`src/rtl/seg7_scan.sv`:
```
// Four-digit multiplexed 7-segment scanner: synchronizes the external scan tick,
// steps the digit index, and drives registered active-low anode/segment/dp outputs.
module seg7_scan #(
  parameter bit LZ_SUPPRESS = 1'b0
) (
  input  logic        clk,
  input  logic        reset,
  input  logic        tick_in,
  input  logic [15:0] value,
  input  logic [3:0]  dp_in,
  input  logic [3:0]  blank,
  output logic [3:0]  an,
  output logic [6:0]  seg,
  output logic        dp,
  output logic        frame_start
);

  logic        r_sync1;
  logic        r_sync2;
  logic        r_prev;
  logic [1:0]  r_idx;
  logic [15:0] r_val;
  logic [3:0]  r_dp;
  logic [3:0]  r_blank;
  logic        r_wrap;

  logic        w_step;
  logic        w_wrap;
  logic [3:0]  w_nib;
  logic        w_upper_zero;
  logic        w_blanked;
  logic [6:0]  w_seg;

  assign w_step = r_sync2 & ~r_prev;
  assign w_wrap = w_step & (r_idx == 2'd3);

  // Digit 0 is never zero-suppressed, so its leading-zero term stays low.
  always_comb begin
    w_nib        = r_val[3:0];
    w_upper_zero = 1'b0;
    case (r_idx)
      2'd0: begin
        w_nib        = r_val[3:0];
        w_upper_zero = 1'b0;
      end
      2'd1: begin
        w_nib        = r_val[7:4];
        w_upper_zero = (r_val[15:4] == 12'd0);
      end
      2'd2: begin
        w_nib        = r_val[11:8];
        w_upper_zero = (r_val[15:8] == 8'd0);
      end
      default: begin
        w_nib        = r_val[15:12];
        w_upper_zero = (r_val[15:12] == 4'd0);
      end
    endcase
  end

  assign w_blanked = r_blank[r_idx] | (LZ_SUPPRESS & w_upper_zero);

  always_comb begin
    w_seg = '1;
    case (w_nib)
      4'h0: w_seg = 7'b1000000;
      4'h1: w_seg = 7'b1111001;
      4'h2: w_seg = 7'b0100100;
      4'h3: w_seg = 7'b0110000;
      4'h4: w_seg = 7'b0011001;
      4'h5: w_seg = 7'b0010010;
      4'h6: w_seg = 7'b0000010;
      4'h7: w_seg = 7'b1111000;
      4'h8: w_seg = 7'b0000000;
      4'h9: w_seg = 7'b0010000;
      4'hA: w_seg = 7'b0001000;
      4'hB: w_seg = 7'b0000011;
      4'hC: w_seg = 7'b1000110;
      4'hD: w_seg = 7'b0100001;
      4'hE: w_seg = 7'b0000110;
      default: w_seg = 7'b0001110;
    endcase
  end

  // Outputs are computed from the pre-edge index/snapshot, so they trail idx by one clk;
  // r_wrap delays the wrap marker by the same amount to align frame_start with digit 0.
  always_ff @(posedge clk) begin
    if (reset) begin
      r_sync1     <= 1'b0;
      r_sync2     <= 1'b0;
      r_prev      <= 1'b0;
      r_idx       <= '0;
      r_val       <= '0;
      r_dp        <= '0;
      r_blank     <= '0;
      r_wrap      <= 1'b0;
      an          <= '1;
      seg         <= '1;
      dp          <= 1'b1;
      frame_start <= 1'b0;
    end else begin
      r_sync1 <= tick_in;
      r_sync2 <= r_sync1;
      r_prev  <= r_sync2;
      r_wrap  <= w_wrap;
      if (w_step) begin
        r_idx <= r_idx + 2'd1;
      end
      if (w_wrap) begin
        r_val   <= value;
        r_dp    <= dp_in;
        r_blank <= blank;
      end
      an          <= w_blanked ? 4'b1111 : ~(4'b0001 << r_idx);
      seg         <= w_blanked ? 7'b1111111 : w_seg;
      dp          <= w_blanked | ~r_dp[r_idx];
      frame_start <= r_wrap;
    end
  end

endmodule
```
`config.mk`:
```
export PLATFORM = sky130hd
export DESIGN_NAME = seg7_scan
export DESIGN_NICKNAME = d
export VERILOG_FILES = /design/src/rtl/seg7_scan.sv
export SDC_FILE = /design/constraint.sdc
export NUM_CORES = 1
export LEC_CHECK = 0
export BUFFER_PORTS_ARGS = -buffer_cell sky130_fd_sc_hd__buf_4
export CAP_MARGIN = 15
export CORE_MARGIN = 2
export CORE_UTILIZATION = 53
export DETAILED_ROUTE_END_ITERATION = 8
export GPL_TIMING_DRIVEN = 0
export HOLD_SLACK_MARGIN = 0.06
export PLACE_DENSITY_LB_ADDON = 0.15
export SLEW_MARGIN = 30
export SYNTH_ARGS = -nofsm -noshare
export SYNTH_HDL_FRONTEND = slang
export SYNTH_SLANG_ARGS = --single-unit
export TNS_END_PERCENT = 1
```
`constraint.sdc`:
```
create_clock -name clk -period 3.2 [get_ports clk]
set_clock_uncertainty 0.15 [all_clocks]
set_input_delay 0.32 -clock clk [delete_from_list [all_inputs] [get_ports clk]]
set_output_delay 0.32 -clock clk [all_outputs]
set_load 0.005 [all_outputs]
```
Word-level counts from Yosys, hierarchy flattened. Memory sizes are Yosys's and may differ from the RTL's. A register that Yosys moved wholly into a read port is not among the register bits. Cells that the tools add are included.

Register bits: 36. Latch bits: 0. RAM bits: 0. Bits in read-only memories: 112. Input bits: 27. Output and inout bits: 13. Word-level logic and storage cells: 31. Memories: 1.

Memories: (name not given) (words 16, bits a word 7, rd ports 1, clocked after memory_dff 1, wr ports 0, line 65) `case (w_nib)`.

Add/sub/neg operators: 1. Multipliers: 0. Div/mod/pow operators: 0. $lt $le $gt $ge: 1. Equality and inequality tests: 3. Shifts and indexed selects: 1. Multiplexer cells: 5. Bitwise gates (word level): 6. Reductions and logical operators: 2.

Operator list (count): 4-bit one-hot mux with 3 select lines (1); 1-bit binary-select mux with 2-bit select (2); 2-bit equality test, second input constant (2); 4-bit NOT (1); 1-bit by 2-bit left shift with 4-bit output, first input constant (1); 2-bit by 3-bit < comparator with 1-bit output, second input constant (1); 2-bit by 1-bit adder with 2-bit output, second input constant (1); 1-bit bitwise AND (2); 2-bit by 1-bit equality test with 1-bit output, second input constant (1); 2-bit zero test (1); 1-bit two-way mux (2); 1-bit NOT (2); 2-bit OR reduction (1); 1-bit OR (1).

Logic depth before layout (Yosys ltp).
Depth after elaboration: 4. Gate-level depth with buffers: 10. Mapped depth without buffers: 10.

Worst setup path before layout. OpenSTA, ideal clock, no wires.

Path type: flip-flop to flip-flop. Start: reg r_idx[0]. End: reg seg[5]. Setup time: 122 ps. Arrival time: 2122 ps. Required time: 2928 ps. Slack: 806 ps. Stages on the path, launching flop included: 11. Path buffers: 0. Clock period less this slack: 2394 ps. Cells stage by stage: dfxtp_1 -> inv_1 -> ha_1 -> a222oi_1 -> mux2_2 -> inv_1 -> ha_1 -> inv_1 -> a211oi_1 -> o21bai_1 -> a221o_1.

Longest elaborated chain between the ends: 3. Elaborated cells between the ends (all ways): 7. Those cells by class: eq/ne: 2; mux: 3; reduce/logical: 2.

Ends and longest elaborated chain: start, declared (line 21) `logic [1:0] r_idx;`; start signal, assigned (line 107) `r_idx <= r_idx + 2'd1;`; 1-bit binary-select mux with 2-bit select (line 61) `assign w_blanked = r_blank[r_idx] | (LZ_SUPPRESS & w_upper_zero);`; 1-bit two-way mux (implied by the code) (line 61); 2-bit OR reduction (no line); end, declared (line 13) `output logic [6:0] seg,`.

Several ways; a longest one is shown, not always the timed one. The select of a mux whose other input is x is not followed. A chain may end at the register's enable or synchronous reset.

Worst setup path after layout. Ends and elaborated chain as after synthesis.

==> metrics.log <==
INFO  metric yosysSeqAreaShare = 0.478
INFO  metric r2r_start = r_idx[0]$_SDFFE_PP0P_
INFO  metric required_arrival_time_at_the_worst_endpoint = 3.30 ns
INFO  metric synthDominantCellAreaShare = 0.478
INFO  metric drc_errors = 0
INFO  metric power_report.internal_total = 0.727 mW
INFO  metric dpl.cell_count = 288
INFO  metric gr-usage-all-layers = 0.227
INFO  metric finalMaxSlewViolations = 0
INFO  metric grt_max_degree = 14
INFO  metric synth.top_cells.by_area = sky130_fd_sc_hd__dfxtp_1, sky130_fd_sc_hd__nand2_1, sky130_fd_sc_hd__a21oi_1
INFO  metric cell_count_after_synthesis = 203
INFO  metric fin_setup_tns = 0 ns
INFO  metric postSynthAreaPerCell = 8.87 um2
INFO  metric fillers = 272
INFO  metric insertedDiodeCount = 0
INFO  metric synth-seq-cells = 43
INFO  metric number_of_vias_after_detailed_routing = 1,599
INFO  metric sequentialPowerShare = 0.587
INFO  metric route.detailed.wl_per_inst = 12.5 um
INFO  metric timing.reg2reg.setup_slack = 0.44 ns
INFO  metric count_of_h_tree_levels_built_during_cts = 2
INFO  metric crit_path_max_fanout = 7
INFO  metric finalWeightedCongestion = 0.891
INFO  metric multi_input_area = 843 um2
INFO  metric core = 0.00331 mm2
INFO  metric synth_edf_count = 0
INFO  metric routed_wl = 3980 um
INFO  metric grt_overflow = 0
INFO  metric rsz0062_at_grt = false
INFO  metric synthDominantAreaCellType = sky130_fd_sc_hd__dfxtp_1
INFO  metric fp-row-count = 21
INFO  metric regToRegEndpoint = seg[5]$_SDFF_PP1_
INFO  metric total_power = 0.933 mW
INFO  metric ioPinCount = 40
INFO  metric drt_iter0_drc = 72
INFO  metric worstRegToRegCells = 10
INFO  metric static-leakage-power = 0.966 nW
INFO  metric worstSkewPairLatency = 0.36 ns
INFO  metric power.ir.vdd_worst = 0.000261 V
INFO  metric cts_root_buf = sky130_fd_sc_hd__clkbuf_4
INFO  metric final_core_utilization = 0.738
INFO  metric postLayoutCellArea = 0.00244 mm2
INFO  metric final_common_cell = sky130_fd_sc_hd__nand2_1
INFO  metric critPathLaunchType = flop
INFO  metric cts_tree = done
INFO  metric yosys.cell_types.count = 31
INFO  metric setup_ws = 0.443 ns
INFO  metric first_global_vias = 1,537
INFO  metric crit_path_arrival_time = 2.86 ns
INFO  metric period_needed = 2.76 ns
INFO  metric pwr_dens = 382 mW/mm2
INFO  metric max_cap_violations = 0
INFO  metric port-buffer-count = 39
INFO  metric layout-drive-gt1-share = 0.206
INFO  metric layout_common_cells = sky130_fd_sc_hd__nand2_1, sky130_fd_sc_hd__dfxtp_1, sky130_fd_sc_hd__buf_4, sky130_fd_sc_hd__a21oi_1, sky130_fd_sc_hd__dlygate4sd3_1
INFO  metric detail_route.vias_per_cell = 5.03
INFO  metric p_switching = 0.206 mW
INFO  metric register_area = 861 um2
INFO  metric timing.fmax = 363 MHz
INFO  metric worst_setup_hold_path_clk_slew = 0.13 ns
INFO  metric synth_area = 0.00180 mm2
INFO  metric power.combinational.fraction = 0.090
INFO  metric clock_tree.buffer_depth = 2
INFO  metric die_x = 62.3 um
INFO  metric min-delay-path-class = primary input to flop
INFO  metric clkSinkCount = 43
INFO  metric worst_hold_slack = 0.0655 ns
INFO  metric grt_first_pass_wirelength = 6940 um
INFO  metric max_slew_margin_vs_limit = 0.561
INFO  metric synthFlopType = sky130_fd_sc_hd__dfxtp_1
INFO  metric count_of_synthesis_stage_warnings_from_yosys = 0
INFO  metric starting_density = 0.544
INFO  metric critical_path.endpoint = seg[5]$_SDFF_PP1_
INFO  metric die_height = 62.3 um
INFO  metric ant_nets = 0
INFO  metric die_area = 0.00388 mm2
INFO  metric result_of_the_run = finished clean
INFO  metric ys_async_sr_fraction = 0
INFO  metric firstDrtPassIters = 4
INFO  metric setup-violations-final = 0
INFO  metric area_delta_synth_final = 35.7%
INFO  metric post_cts_hold_buffer_count = 21
INFO  metric post-cts-setup-buffer-count = 0
INFO  metric min_period_over_period = 0.862
INFO  metric tritoncts.num_buffers = 5
INFO  metric timing.setup.critical_path_class = flop to flop
INFO  metric design.final.nets = 308
INFO  metric synth.net_count = 240
INFO  metric setup.worst_path.start = r_idx[0]$_SDFFE_PP0P_
INFO  metric dpl.hpwl = 2660 um
INFO  metric finish.cell_count_without_fillers = 318
INFO  metric antenna_found_initial = 0
INFO  metric critPathCaptureType = flop
INFO  metric dpl-instance-area = 0.00215 mm2
INFO  metric switching_share = 0.221
INFO  metric clock_power_share = 0.322
INFO  metric max_slew.worst_pin.slew = 0.658 ns
INFO  metric report.final.hold_viol_count = 0
INFO  metric ctsResizeCount = 0
INFO  metric place_worst_setup_slack = 0.513 ns
==> power groups by stage <==
stage | sequential [mW] | combinational (mW) | clock [mW]
2_1_floorplan | 0.560 | 0.0215 | 0
3_3_place_gp | 0.560 | 0.0603 | 0
3_5_place_dp | 0.560 | 0.0619 | 0
4_1_cts | 0.548 | 0.0821 | 0.305
5_1_grt | 0.549 | 0.0919 | 0.336
6_report | 0.548 | 0.0843 | 0.301
==> cell type report <==
| class | instances | share of cell area |
|---|---|---|
| plain buffers | 11 | 0.0271 |
| flip-flops and latches | 43 | 0.352 |
| repair buffers | 61 | 0.210 |
| clock inverters | 1 | 0.00307 |
| well taps | 46 | 0.0236 |
| inverters | 8 | 0.0123 |
| clock buffers | 7 | 0.0266 |
| multi-input cells | 141 | 0.345 |
==> cells by family (layout without fill, tap and decap cells) <==
kind of cell | count (synthesis) | in the layout | share of synthesized area
AOI/OAI and AO/OA | 52 | 52 | 0.179
xor gates and xnor gates | 2 | 2 | 0.00973
adders and majority gates | 10 | 10 | 0.0695
buffers and inverters | 19 | 88 | 0.0535
DFF | 43 | 43 | 0.478
muxes | 5 | 5 | 0.0459
and+or+nand+nor | 72 | 72 | 0.165
==> Yosys cell counts (2+ instances only) <==
cell and instances:
sky130_fd_sc_hd__nand2_1 54, sky130_fd_sc_hd__dfxtp_1 43, sky130_fd_sc_hd__a21oi_1 29, sky130_fd_sc_hd__ha_1 10
sky130_fd_sc_hd__inv_1 8, sky130_fd_sc_hd__nor2_1 7, sky130_fd_sc_hd__clkbuf_1 6, sky130_fd_sc_hd__nor2b_1 6
sky130_fd_sc_hd__a211oi_1 5, sky130_fd_sc_hd__o21ai_1 4, sky130_fd_sc_hd__a31oi_1 3, sky130_fd_sc_hd__buf_6 3
sky130_fd_sc_hd__a222oi_1 2, sky130_fd_sc_hd__a22oi_1 2, sky130_fd_sc_hd__buf_2 2, sky130_fd_sc_hd__mux2_1 2
sky130_fd_sc_hd__nor4_1 2, sky130_fd_sc_hd__xnor2_1 2
==> sequential cells by signal (all words and copies together) (netlist names) <==
register / cells
r_val: 16
seg: 7
an: 4
r_blank: 4
r_dp: 4
r_idx: 2
dp: 1
frame_start: 1
r_prev: 1
r_sync1: 1
r_sync2: 1
r_wrap: 1
==> how the worst min path moves through the flow <==
stage | from | end | slack [ns] | cells after the start
after floorplan | reset | r_prev$_SDFF_PP0_ | 0.24 | 1
after global placement | r_sync1$_SDFF_PP0_ | r_sync2$_SDFF_PP0_ | 0.27 | 1
after detailed placement | r_sync1$_SDFF_PP0_ | r_sync2$_SDFF_PP0_ | 0.28 | 1
after CTS | value[0] | r_val[0]$_SDFFE_PP0P_ | 0.06 | 3
after global routing | value[6] | r_val[6]$_SDFFE_PP0P_ | 0.06 | 3
final | value[0] | r_val[0]$_SDFFE_PP0P_ | 0.07 | 3
==> routing by layer <==
metal | global-route usage | vias to the layer above | routed length [um] | part of all wire
met5 | 0 | - | 0 | 0
met2 | 0.394 | 39 | 1980 | 0.50
li1 | - | 824 | - | -
met4 | 0.0806 | 0 | 63 | 0.016
met1 | 0.268 | 731 | 1770 | 0.44
met3 | 0.0670 | 5 | 163 | 0.041
==> critical path, stage by stage (launching register included) <==
cell	delay, ns
sky130_fd_sc_hd__dfxtp_1	0.51
sky130_fd_sc_hd__inv_1	0.11
sky130_fd_sc_hd__ha_1	0.28
sky130_fd_sc_hd__a222oi_1	0.39
sky130_fd_sc_hd__mux2_2	0.31
sky130_fd_sc_hd__inv_1	0.08
sky130_fd_sc_hd__ha_1	0.19
sky130_fd_sc_hd__inv_1	0.05
sky130_fd_sc_hd__a211oi_1	0.06
sky130_fd_sc_hd__o21bai_1	0.21
sky130_fd_sc_hd__a221o_1	0.30
(Power assumes the default switching activity.)
